===== src/rtl/pe_mac.sv =====
// -----------------------------------------------------------------------------
// pe_mac : systolic-array processing element with a multiply-accumulate core.
//
// Purpose
//   Accumulates K products ifm_in*w_in, one per qualified beat, and presents
//   the sum on psum_out with a one-cycle psum_valid strobe. Operand pairs are
//   also forwarded, registered, to the neighbouring PE in every state.
//
// Configuration
//   PE_SATURATE_EN : when defined, each accumulation that leaves the ACC_W
//                    range clamps to the max/min representable value and sets
//                    the sticky ovf flag. When undefined the accumulator wraps
//                    modulo 2^ACC_W and ovf is tied to 0.
//
// Parameters
//   DATA_W  operand width (ifm and weight)
//   ACC_W   accumulator / psum width, ACC_W >= 2*DATA_W
//   LEN_W   width of the beat-count input len
//   SIGNED  1 = two's-complement operands, 0 = unsigned
//
// Ports
//   clk         in   1       sole clock, rising edge
//   rst         in   1       asynchronous active-high reset
//   start       in   1       one-cycle request to begin an accumulation
//   len         in   LEN_W   beat count K, sampled with start
//   abort       in   1       cancel the running accumulation, no result
//   ifm_in      in   DATA_W  feature-map operand
//   w_in        in   DATA_W  weight operand
//   in_valid    in   1       qualifies ifm_in / w_in
//   ifm_pass    out  DATA_W  registered copy of ifm_in
//   w_pass      out  DATA_W  registered copy of w_in
//   pass_valid  out  1       registered copy of in_valid
//   psum_out    out  ACC_W   accumulated result
//   psum_valid  out  1       result strobe, one cycle
//   busy        out  1       high while accumulating or presenting the result
//   ovf         out  1       sticky overflow flag (saturating build only)
// -----------------------------------------------------------------------------
module pe_mac #(
  parameter int DATA_W = 8,
  parameter int ACC_W  = 32,
  parameter int LEN_W  = 8,
  parameter int SIGNED = 1
) (
  input  logic              clk,
  input  logic              rst,
  input  logic              start,
  input  logic [LEN_W-1:0]  len,
  input  logic              abort,
  input  logic [DATA_W-1:0] ifm_in,
  input  logic [DATA_W-1:0] w_in,
  input  logic              in_valid,
  output logic [DATA_W-1:0] ifm_pass,
  output logic [DATA_W-1:0] w_pass,
  output logic              pass_valid,
  output logic [ACC_W-1:0]  psum_out,
  output logic              psum_valid,
  output logic              busy,
  output logic              ovf
);

  localparam logic [1:0] ST_IDLE = 2'd0;
  localparam logic [1:0] ST_ACC  = 2'd1;
  localparam logic [1:0] ST_DONE = 2'd2;

  logic [1:0]          state;
  logic [LEN_W-1:0]    len_q;
  logic [LEN_W-1:0]    cnt;
  logic [LEN_W-1:0]    cnt_inc;
  logic [ACC_W-1:0]    acc;
  logic [2*DATA_W-1:0] ifm_ext;
  logic [2*DATA_W-1:0] w_ext;
  logic [2*DATA_W-1:0] prod;
  logic [ACC_W-1:0]    prod_ext;
  logic [ACC_W-1:0]    acc_next;
  logic                beat_accept;

  // Forward path to the neighbour PE: a plain one-cycle register stage that
  // runs regardless of the accumulation state.
  always_ff @(posedge clk or posedge rst) begin
    if (rst) begin
      ifm_pass   <= '0;
      w_pass     <= '0;
      pass_valid <= 1'b0;
    end else begin
      ifm_pass   <= ifm_in;
      w_pass     <= w_in;
      pass_valid <= in_valid;
    end
  end

  // Operands are widened to the product width first so that the low 2*DATA_W
  // bits of the multiply are correct for both signed and unsigned data. The
  // product is then extended to ACC_W by filling with its sign bit (signed)
  // or zeros (unsigned); this form avoids a zero-width replication when
  // ACC_W equals 2*DATA_W.
  always_comb begin
    ifm_ext = {{DATA_W{(SIGNED != 0) && ifm_in[DATA_W-1]}}, ifm_in};
    w_ext   = {{DATA_W{(SIGNED != 0) && w_in[DATA_W-1]}}, w_in};
    prod    = ifm_ext * w_ext;
    prod_ext = {ACC_W{(SIGNED != 0) && prod[2*DATA_W-1]}};
    prod_ext[2*DATA_W-1:0] = prod;
    cnt_inc = cnt + LEN_W'(1);
    beat_accept = (state == ST_ACC) && !abort && in_valid;
  end

`ifdef PE_SATURATE_EN
  logic [ACC_W-1:0] sum_raw;
  logic             add_ovf;

  // Signed overflow: both addends share a sign that the result lost.
  // Unsigned overflow: the sum wrapped below the old accumulator value.
  // Clamp toward the direction of the overflow.
  always_comb begin
    sum_raw = acc + prod_ext;
    if (SIGNED != 0) begin
      add_ovf = (acc[ACC_W-1] == prod_ext[ACC_W-1]) &&
                (sum_raw[ACC_W-1] != acc[ACC_W-1]);
    end else begin
      add_ovf = (sum_raw < acc);
    end
    acc_next = sum_raw;
    if (add_ovf) begin
      if (SIGNED == 0) begin
        acc_next = {ACC_W{1'b1}};
      end else if (acc[ACC_W-1]) begin
        acc_next = {1'b1, {(ACC_W-1){1'b0}}};
      end else begin
        acc_next = {1'b0, {(ACC_W-1){1'b1}}};
      end
    end
  end

  logic ovf_q;

  // Sticky overflow: cleared by an accepted start or reset, set by any
  // clamped addition.
  always_ff @(posedge clk or posedge rst) begin
    if (rst) begin
      ovf_q <= 1'b0;
    end else if (state == ST_IDLE && start) begin
      ovf_q <= 1'b0;
    end else if (beat_accept && add_ovf) begin
      ovf_q <= 1'b1;
    end
  end

  assign ovf = ovf_q;
`else
  // Wrapping accumulation; overflow is not tracked.
  always_comb begin
    acc_next = acc + prod_ext;
  end

  assign ovf = 1'b0;
`endif

  // Control FSM. The start cycle only latches len and clears the datapath,
  // so a beat presented alongside start is not accumulated. A zero-length
  // request goes straight to DONE to emit a zero result. Abort wins over a
  // coincident beat; start while busy is simply not looked at.
  always_ff @(posedge clk or posedge rst) begin
    if (rst) begin
      state <= ST_IDLE;
      len_q <= '0;
      cnt   <= '0;
      acc   <= '0;
    end else begin
      case (state)
        ST_IDLE: begin
          if (start) begin
            len_q <= len;
            cnt   <= '0;
            acc   <= '0;
            state <= (len != '0) ? ST_ACC : ST_DONE;
          end
        end
        ST_ACC: begin
          if (abort) begin
            state <= ST_IDLE;
          end else if (in_valid) begin
            acc <= acc_next;
            cnt <= cnt_inc;
            if (cnt_inc == len_q) begin
              state <= ST_DONE;
            end
          end
        end
        ST_DONE: begin
          state <= ST_IDLE;
        end
        default: begin
          state <= ST_IDLE;
        end
      endcase
    end
  end

  // The result is the accumulator itself, so it holds until the next
  // accepted start clears it; the strobe is simply the DONE state.
  assign psum_out   = acc;
  assign psum_valid = (state == ST_DONE);
  assign busy       = (state != ST_IDLE);

endmodule


===== config.mk =====
export PLATFORM = sky130hd
export DESIGN_NAME = pe_mac
export DESIGN_NICKNAME = d
export VERILOG_FILES = /design/src/rtl/pe_mac.sv
export SDC_FILE = /design/constraint.sdc
export NUM_CORES = 1
export LEC_CHECK = 0
export ABC_CLOCK_PERIOD_IN_PS = 4600
export BUFFER_PORTS_ARGS = -buffer_cell sky130_fd_sc_hd__buf_2
export CAP_MARGIN = 20
export CORE_ASPECT_RATIO = 1.75
export CORE_UTILIZATION = 30
export CTS_BUF_LIST = sky130_fd_sc_hd__clkbuf_8
export DETAILED_ROUTE_END_ITERATION = 8
export PLACE_DENSITY = 0.44
export REMOVE_ABC_BUFFERS = 1
export SYNTH_ARGS = -nofsm -noshare
export SYNTH_HDL_FRONTEND = slang
export SYNTH_SLANG_ARGS = --single-unit

===== constraint.sdc =====
create_clock -name clk -period 4.6 [get_ports clk]
set_clock_uncertainty 0.2 [all_clocks]
set_input_delay 0.69 -clock clk [delete_from_list [all_inputs] [get_ports clk]]
set_output_delay 0.69 -clock clk [all_outputs]
set_load 0.02 [all_outputs]

==> results of run 1 <==
==> cells in the mapped netlist, types with 2 or more instances <==
cell type	instances	area, sq um
and2_1	46	288
nand2b_1	2	12.5
nand2_1	64	240
a211oi_1	6	45.0
or3_1	2	12.5
nand3b_1	2	15.0
o31ai_1	2	15.0
mux2_2	9	101
o21ai_1	6	30.0
xor2_1	24	210
nor2b_1	10	62.6
a21o_1	12	90.1
fa_1	56	1120
o21ai_0	51	255
a21oi_1	28	140
clkbuf_1	8	30.0
inv_1	101	379
ha_1	63	788
nor4_1	5	31.3
nor3b_1	4	30.0
o21bai_1	4	30.0
nor3_1	4	20.0
nand4_1	4	25.0
nand3_1	14	70.1
xnor2_1	32	280
dfrtp_1	67	1680
o22ai_1	2	12.5
o2111ai_1	2	17.5
a211oi_2	4	50.1
a31oi_1	4	25.0
nor2_1	26	97.6
and3_1	6	37.5
a22o_1	3	26.3
o211ai_1	2	15.0
==> worst max-delay path, delay by kind of cell <==
family                     cells  cell delay, ns
adders and majority gates      6            2.54
buffers and inverters          6            0.46
AOI/OAI and AO/OA              8            1.36
and+or+nand+nor                6            0.88
xor gates and xnor gates       2            0.40
==> how the worst max path moves through the flow <==
stage,slack [ns],cells after the start,end
floorplan,-2.73,24,psum_out[31]
global placement,-2.43,28,psum_out[31]
detailed placement,-2.47,27,psum_out[31]
CTS,-1.62,28,psum_out[27]
global route,-1.89,29,psum_out[27]
finish,-1.62,28,psum_out[31]
==> metal layers <==
layer	global-route usage [%]	vias up	share of wire [%]
met5	0	-	0
li1	-	2820	-
met2	34.2	81	58
met1	16.9	2848	37
met3	2.72	29	2.5
met4	6.59	0	2.9
==> state kept, by name, indices dropped and copies added (netlist names) <==
register and count:
pass_valid 1, state 2, len_q 8, cnt 8, w_pass 8, ifm_pass 8
psum_out 32
==> layout make-up <==
class	instances	area share (%)
Clock buffer	9	1.26
Clock inverter	7	1.26
Inverter	101	3.86
Multi-Input combinational cell	526	54.3
Sequential cell	67	17.1
Tap cell	292	3.72
Timing Repair Buffer	243	18.5
==> per-stage QoR <==
step	area [sq um]	cells
after floorplan	6570	694
after global placement	8400	1203
after detailed placement	8400	1203
after CTS	9460	1236
after global routing	9810	1245
final	9810	1245
==> cells by family after synthesis <==
family,share of synthesized area (%)
DFF,25.4
buffers and inverters,6.31
xor gates and xnor gates,7.42
AOI/OAI and AO/OA,15.0
and+or+nand+nor,15.2
adders and majority gates,28.9
other,0.0568
muxes,1.69
==> timing repair <==
action | in CTS | in global routing
endpoints found under the setup margin | 25 | 25
buffers inserted | 20 | 17
pin swaps | 79 | 83
gates resized for setup | 132 | 76
==> results.md, run 1 <==
* Status: complete, but fails checks
* Failing checks: setup timing
* Clk_lat worst skew at 0.38 ns
* Crit Path Max Fanout at 5
* Register area at 1680 sq um
* Most frequent cells in the layout: buf_4, inv_1, buf_2
* Post-route ant nets at 0
* Core area at 21600 sq um
* Post-Syn Area per Cell at roughly 9.4 sq um
* Crit end category: flip-flop
* Residual DRC at 0
* WHS at 0.0350 ns
* Final Util at 45.5%
* Initial antenna violation count at 0
* Critical Path Max Stage Delay at 0.54 ns
* Initial core utilization at 30.6%
* DR iter-0 viols at 144
* CTS Buf Count at 9
* Max-Cap Viols at 0
* Sequential share of the synthesized area at 25.4%
* Routability cong. at 0.838
* Reg2reg path depth at 12
* Layout cells sized above 1 at roughly 43%
* I/O pin count at 81
* Fillers at 2074
* YS warnings at 0
* Area of the multi-input gates at 5330 sq um
* Vias per cell at 4.64
* EDFF count, synth at 0
* Setup CP Type: input pin to flip-flop
* Drt total wl at approximately 18 mm
* Congestion Overflow GR at 0
* Tcrit/Tclk final at 135%
* Vias in the first global route at ~6300
* Ys flop type: dfrtp_1
* Final worst setup slack at -1.62 ns
* Cts hold-fix bufs at 0
* Chip Width at around 110 um
* Die Area at about 23000 sq um
* # setup viols final at 24
* FMAX at 0.161 GHz
* Synthesis-stage register bit count at 67
* Row cnt at 71
* Vias at between 5000 and 6000
* Hold Path Class: input pin to async pin
* Clock period minus worst slack at 6.22 ns
* Slew Viols, Final at 0
* Global-route wire length before repair at between 30 and 40 mm
* Combined area of all synthesized cells at approximately 6600 sq um
* Setup slack at placement at -2.47 ns
* Final nets at 1096
* Largest net degree at the start of global routing at 42
* Die Height at between 150 and 200 um
* Synth-to-Final Area Change at 48.5%
* Max clock buf depth at 2
* Most common cell after layout, fill and taps aside: buf_4
* Worst slew pin tran at approximately 0.79 ns
* Worst r2r dst: psum_out[26]
* Final-report hold violation count at 0
* Critical path required time at 4.73 ns
* Post-synthesis cell type count at 62
* Most used cell, CP: fa_1
* CTS clk-pin slew, worst paths at 0.09 ns
* Setup crit start: ifm_in[5]
* CTS tree: done
* CP max-delay cell: fa_1
* Unrepaired setup endpoints after global routing: yes
* R2r setup slk at 1.60 ns
* Routed wire per std cell at 14.6 um
* Setup TNS at -29.57 ns
* # H-tree levels at 3
* First drt pass iteration count at 4
* Worst reg2reg startpoint: psum_out[0]
* Worst setup SP type: input pin
* Synth Instances at 703
* GRT Total Usage at ~17%
* CP arrival at 6.35 ns
* PortBufs at 79
* Sink Count at 67
* Ys async rst share at 100%
* Root Driver: clkbuf_8
* Hpwl dp at 14.0 mm
* Max transition margin at between 40% and 50%
* Antenna cells at 0
Power of run 1 is not shown: default switching activity piles up to over one toggle a cycle in this logic, so the estimate is an artifact.
==> run 2: changes to the inputs <==
- ABC_AREA: not set -> 1
- ABC_CLOCK_PERIOD_IN_PS: 4600 -> 7500
- GPL_ROUTABILITY_DRIVEN: not set -> 0
- PLACE_DENSITY: 0.44 -> 0.43
- clock period: 4.6 -> 7.5 ns (I/O delays scaled with it)
==> run 2 against run 1 <==
The run now ends clean. Cell area down 14%. First-iteration DRC count is 55% higher. Die area is 12% higher. Register-to-register slack better by 3.2 ns. Highest routed layer unchanged. Synthesized area rose by 12%. Hold slack gained 0.28 ns. Clock-buffer cell count is 1 higher.
==> results.md, run 2 <==
* Synth-to-Final Area Change at 14.6% (was 48.5%)
* Final cell count without fillers at 1449 (was 1245)
* First drt pass iteration count at 4 (unchanged)
* CTS tree: done (unchanged)
* # setup viols final at 0 (was 24)
* Sink Count at 67 (unchanged)
* Vias at 6497 (was 5778)
* Layout cells sized above 1 at 13.6% (was 43.1%)
* Max-Cap Viols at 0 (unchanged)
* Max reg flops at 32 (unchanged)
* Routed wire per std cell at 14.7 um (was 14.6 um)
* Largest area contributor in the netlist: dfrtp_1 (unchanged)
* Worst Hold Depth at 2
* Row cnt at 75 (was 71)
* # H-tree levels at 3 (unchanged)
* EDFF count, synth at 0 (unchanged)
* Fillers at 2637 (was 2074)
* Most frequent cells in the layout: nand2_1, inv_1, buf_2 (was buf_4, inv_1, buf_2)
* Crit Path Max Fanout at 16 (was 5)
* Ys async rst share at 100% (unchanged)
* Critical Path Max Stage Delay at 0.60 ns (was 0.54 ns)
* DR WL met3 at 547 um (was 459 um)
* CTS resizes at 0 (was 132)
* Unrepaired setup endpoints after global routing: no (was yes)
* Initial core utilization at 30.6% (about the same)
* Vias per cell at 4.48 (was 4.64)
* Synth Instances at 1044 (was 703)
* Post-synthesis cell type count at 45 (was 62)
* Setup TNS at 0 ns (was -29.57 ns)
* Ys flop type: dfrtp_1 (unchanged)
* Final nets at 1284 (was 1096)
* Post-route ant nets at 0 (unchanged)
* Setup CP Type: input pin to flip-flop (unchanged)
* Synth cell count leaders: nand2_1, inv_1, nor2_1 (was inv_1, dfrtp_1, nand2_1)
* Worst setup SP type: input pin (unchanged)
* Residual DRC at 0 (unchanged)
* Post-Syn Area per Cell at 7.08 sq um (was 9.40 sq um)
* Cts hold-fix bufs at 0 (unchanged)
* Most common cell after layout, fill and taps aside: nand2_1 (was buf_4)
* Post-Layout Inst Area at 8470 sq um (was 9810 sq um)
* Root Driver: clkbuf_8 (unchanged)
* Max transition margin at 37.2% (was 47.0%)
* Yosys top cell area share at 22.7% (was 25.4%)
* I/O pin count at 81 (unchanged)
* Metal-1 WL at 7.94 mm (was 6.70 mm)
* Most numerous cell in the Yosys netlist: nand2_1 (was inv_1)
* Max clock buf depth at 2 (unchanged)
* Slew Viols, Final at 0 (unchanged)
* Reg2reg path depth at 8 (was 12)
* Tcrit/Tclk final at between 90 and 100%
* Critical path required time at 7.59 ns (was 4.73 ns)
* Met2 WL at 12.2 mm (was 10.5 mm)
* Die Height at 210 um (was 198 um)
* Final-report hold violation count at 0 (unchanged)
* CTS Buf Count at 9 (unchanged)
* WHS at 0.318 ns (was 0.0350 ns)
* Drt total wl at 21.4 mm (was 18.2 mm)
* CP max-delay cell: fa_1 (unchanged)
* CTS clk-pin slew, worst paths at 0.08 ns (was 0.09 ns)
* PortBufs at 79 (unchanged)
* Cell Count Post-Placement at 1433 (was 1203)
* Combined area of all synthesized cells at 7390 sq um (was 6610 sq um)
* Die Area at 25300 sq um (was 22600 sq um)
* Synthesis-stage register bit count at 67 (unchanged)
* Hpwl dp at 17.6 mm (was 14.0 mm)
* DP Area at 8260 sq um (was 8400 sq um)
* Area of the multi-input gates at 4760 sq um (was 5330 sq um)
* Clock period minus worst slack at 6.77 ns
* CP arrival at 6.86 ns (was 6.35 ns)
* GRT Total Usage at 18.2% (was 17.0%)
* FMAX at approximately 0.15 GHz
* Hold Path Class: flip-flop to flip-flop (was input pin to async pin)
* Global-route wire length before repair at 34.8 mm (was 30.1 mm)
* Highest routing layer actually used: met4 (unchanged)
* YS warnings at 0 (unchanged)
* Chip Width at 121 um (was 114 um)
* Largest net degree at the start of global routing at 68 (was 42)
* Congestion Overflow GR at 0 (unchanged)
* Most used cell, CP: inv_1 (was fa_1)
* Vias in the first global route at 6874 (was 6349)
* Area contributors post-synth: dfrtp_1, fa_1, nand2_1 (was dfrtp_1, fa_1, ha_1)
* # Post-CTS Setup Buffers at 0 (was 20)
* Register area at 1680 sq um (unchanged)
* Core area at 24100 sq um (was 21600 sq um)
* Clk_lat worst skew at 0.41 ns (was 0.38 ns)
* Worst slew pin tran at 0.942 ns (was 0.793 ns)
* Crit end category: flip-flop (unchanged)
* Initial antenna violation count at 0 (unchanged)
* DR iter-0 viols at 223 (was 144)
* Status: finished, final reports clean (was complete, but fails checks)
* Antenna cells at 0 (unchanged)
* Sequential share of the synthesized area at 22.7% (was 25.4%)
==> run 2: changes by cell type after synthesis, sizes merged, moves of 11 or more <==
cell	change
xnor2	-25
nand3	+30
a21oi	+22
nand2	+234
and2	-47
inv	+125
nor2	+57
xor2	-11
==> run 2: stage by stage <==
| stage | setup WS [ns] | utilization, % |
|---|---|---|
| 6_report | 0.735 | 35.1 |
| 5_1_grt | 0.188 | 35.1 |
| 4_1_cts | 0.730 | 35.1 |
| 3_5_place_dp | 0.278 | 34.2 |
| 3_3_place_gp | 0.252 | 34.2 |
| 2_1_floorplan | 1.07 | - |
==> run 2: worst max-delay path: cells and delay by family <==
family / cells / cell delay [ns]
AO/OA/AOI/OAI: 1 / 0.24
buffers and inverters: 10 / 1.06
AND/OR/NAND/NOR: 15 / 1.58
adder cells (fa/ha/maj): 6 / 2.83
==> run 2: final timing paths <==
check | from | to | slack [ns]
max reg2reg | state[0] | cnt[5] | 4.76
max in group asynchronous | rst | psum_out[26] | 5.68
max | w_in[2] | psum_out[29] | 0.73
min | psum_out[21] | psum_out[21] | 0.32
min reg2reg | psum_out[21] | psum_out[21] | 0.32
min in group asynchronous | rst | ifm_pass[7] | 0.78
==> run 2: kinds of logic after synthesis <==
logic type / count (synthesis) / share of synthesized area (%)
multiplexers: 1 / 0.152
adder cells (fa/ha/maj): 119 / 25.8
other: 1 / 0.0508
AO/OA/AOI/OAI: 132 / 10.0
XOR/XNOR: 20 / 2.37
AND/OR/NAND/NOR: 455 / 26.0
flip-flops: 67 / 22.7
buffers and inverters: 249 / 12.9
==> run 2: cell type report <==
type	instances	share of cell area, %
Sequential cell	67	19.8
Multi-Input combinational cell	728	56.2
Tap cell	308	4.55
Clock buffer	10	1.63
Clock inverter	6	0.857
Timing Repair Buffer	104	6.89
Inverter	226	10.1
==> run 2: layer usage <==
metal	GRT usage, %	up-vias
met4	8.56	0
met2	36.0	87
met1	17.7	3005
met5	0	-
li1	-	3375
met3	2.91	30
Power of run 2 is left out for the same reason.
==> run 3: changes to the inputs <==
- ABC_AREA: 1 -> not set
- ABC_CLOCK_PERIOD_IN_PS: 7500 -> 6470
- PLACE_DENSITY: 0.43 -> 0.44
- clock period: 7.5 -> 6.47 ns (I/O delays scaled with it)
==> run 3 against run 2 <==
The flow now finishes with violations (setup timing). Die area down 10%. Global-route usage down 1.1 points. Flip-flop and latch count unchanged. Utilization up 8.3 points. Sequential share of layout area down 1.9 points. Clock-buffer cell count unchanged. Worst setup slack worse by 0.74 ns. Critical endpoint is now psum_out[31].
==> results.md, run 3 (synthesis results as in run 1) <==
* Final-report hold violation count at 0 (unchanged)
* Status: complete, but fails checks (was finished, final reports clean)
* Vias per cell at 4.63 (was 4.48)
* Slew Viols, Final at 0 (unchanged)
* CP arrival at 6.60 ns (was 6.86 ns)
* Clk_lat worst skew at 0.38 ns (was 0.41 ns)
* # setup viols final at 1 (was 0)
* Final nets at 1073 (was 1284)
* Hold Path Class: flip-flop to flip-flop (unchanged)
* Setup TNS at -0.00270 ns (was 0 ns)
* Largest net degree at the start of global routing at 53 (was 68)
* Worst r2r dst: psum_out[30] (was cnt[5])
* DP Area at 8280 sq um (was 8260 sq um)
* Drt total wl at 17.9 mm (was 21.4 mm)
* Tcrit/Tclk final at 100%
* Cts hold-fix bufs at 0 (unchanged)
* Layout cells sized above 1 at 39.5% (was 13.6%)
* Global-route wire length before repair at 29.9 mm (was 34.8 mm)
* Worst slew pin tran at 0.779 ns (was 0.942 ns)
* Initial core utilization at 30.6% (about the same)
* Critical Path Max Stage Delay at 0.53 ns (was 0.60 ns)
* Reg2reg path depth at 12 (was 8)
* Max transition margin at 47.9% (was 37.2%)
* CTS clk-pin slew, worst paths at 0.09 ns (was 0.08 ns)
* Chip Width at 114 um (was 121 um)
* Setup slack at placement at -0.874 ns (was 0.278 ns)
* Core area at 21600 sq um (was 24100 sq um)
* Max-Cap Viols at 0 (unchanged)
* # H-tree levels at 3 (unchanged)
* Max reg flops at 32 (unchanged)
* FMAX at 0.154 GHz
* Vias in the first global route at 6264 (was 6874)
* First drt pass iteration count at 4 (unchanged)
* Fillers at 2124 (was 2637)
* I/O pin count at 81 (unchanged)
* Die Height at 198 um (was 210 um)
* Vias at 5656 (was 6497)
* Unrepaired setup endpoints after global routing: yes (was no)
* Hpwl dp at 14.0 mm (was 17.6 mm)
* CTS Buf Count at 9 (unchanged)
* Most frequent cells in the layout: buf_4, inv_1, buf_2 (was nand2_1, inv_1, buf_2)
* Post-route ant nets at 0 (unchanged)
* Critical path's top delay family: adder cells (unchanged)
* Final Util at 43.4% (was 35.1%)
* Post-Layout Inst Area at 9370 sq um (was 8470 sq um)
* Worst reg2reg startpoint: psum_out[0] (was state[0])
* Sink Count at 67 (unchanged)
* Initial antenna violation count at 0 (unchanged)
* Most common cell after layout, fill and taps aside: buf_4 (was nand2_1)
* Worst Hold Depth at 2 (unchanged)
* Clock period minus worst slack at 6.47 ns
* Final worst setup slack at -0.00270 ns (was 0.735 ns)
* Most used cell, CP: fa_1 (was inv_1)
* Root Driver: clkbuf_8 (unchanged)
* CP max-delay cell: fa_1 (unchanged)
* Setup CP Type: input pin to flip-flop (unchanged)
* Die Area at 22600 sq um (was 25300 sq um)
* Crit Path Max Fanout at 6 (was 16)
* Antenna cells at 0 (unchanged)
* CTS tree: done (unchanged)
* Critical path required time at 6.59 ns (was 7.59 ns)
* Crit end category: flip-flop (unchanged)
* Worst setup SP type: input pin (unchanged)
* R2r setup slk at 3.49 ns (was 4.76 ns)
* Synth-to-Final Area Change at 41.8% (was 14.6%)
* GRT Total Usage at 17.1% (was 18.2%)
* Routed wire per std cell at 14.6 um (was 14.7 um)
* Hold EP: cnt[7] (was psum_out[21])
* Hold path start: cnt[7] (was psum_out[21])
* Row cnt at 71 (was 75)
* DR iter-0 viols at 161 (was 223)
* Failing checks: setup timing
* Buf/Inv on CP at 7 (was 10)
* Max clock buf depth at 2 (unchanged)
* Congestion Overflow GR at 0 (unchanged)
* Residual DRC at 0 (unchanged)
* PortBufs at 79 (unchanged)
run 3: worst max-delay path by stage:
| stage | start | to | cells past startpoint |
|---|---|---|---|
| after floorplan | w_in[3] | psum_out[31] | 24 |
| after global placement | ifm_in[0] | psum_out[31] | 27 |
| after detailed placement | ifm_in[0] | psum_out[31] | 27 |
| after CTS | ifm_in[7] | psum_out[27] | 29 |
| after global routing | ifm_in[7] | psum_out[27] | 30 |
| final | ifm_in[7] | psum_out[31] | 29 |
run 3: tightest hold or removal path, cell delays in order (launching register included):
cell and delay [ns]:
dfrtp_1 0.37, nand2_1 0.05, o21ai_0 0.06
run 3: repair_timing:
action / in CTS / in global routing
gates resized for setup: 112 / 48
setup buffers: 7 / 11
endpoints found under the setup margin: 12 / 17
gates cloned: 0 / 0
pin swaps: 71 / 42
run 3: layer usage:
| layer | vias to the layer above | GRT usage, % | wire, um |
|---|---|---|---|
| met5 | - | 0 | 0 |
| met4 | 0 | 6.69 | 480 |
| met3 | 30 | 2.20 | 361 |
| met2 | 81 | 34.8 | 10400 |
| met1 | 2765 | 16.8 | 6630 |
| li1 | 2780 | - | - |
run 3: area by class of cell:
type	count	area, sq um	share of cell area, %
multi-input combinational	526	5180	55.3
sequential	67	1680	17.9
timing repair buffer	220	1570	16.7
inverter	101	379	4.05
tap	292	365	3.90
clock buffer	10	138	1.47
clock inverter	6	63.8	0.681
run 3: through the flow:
stage,std cells,hold slack [ns]
final,1222,0.314
after global routing,1222,0.353
after CTS,1211,0.324
after detailed placement,1189,0.303
after global placement,1189,0.289
after floorplan,694,0.269
Power of run 3 is left out for the same reason.
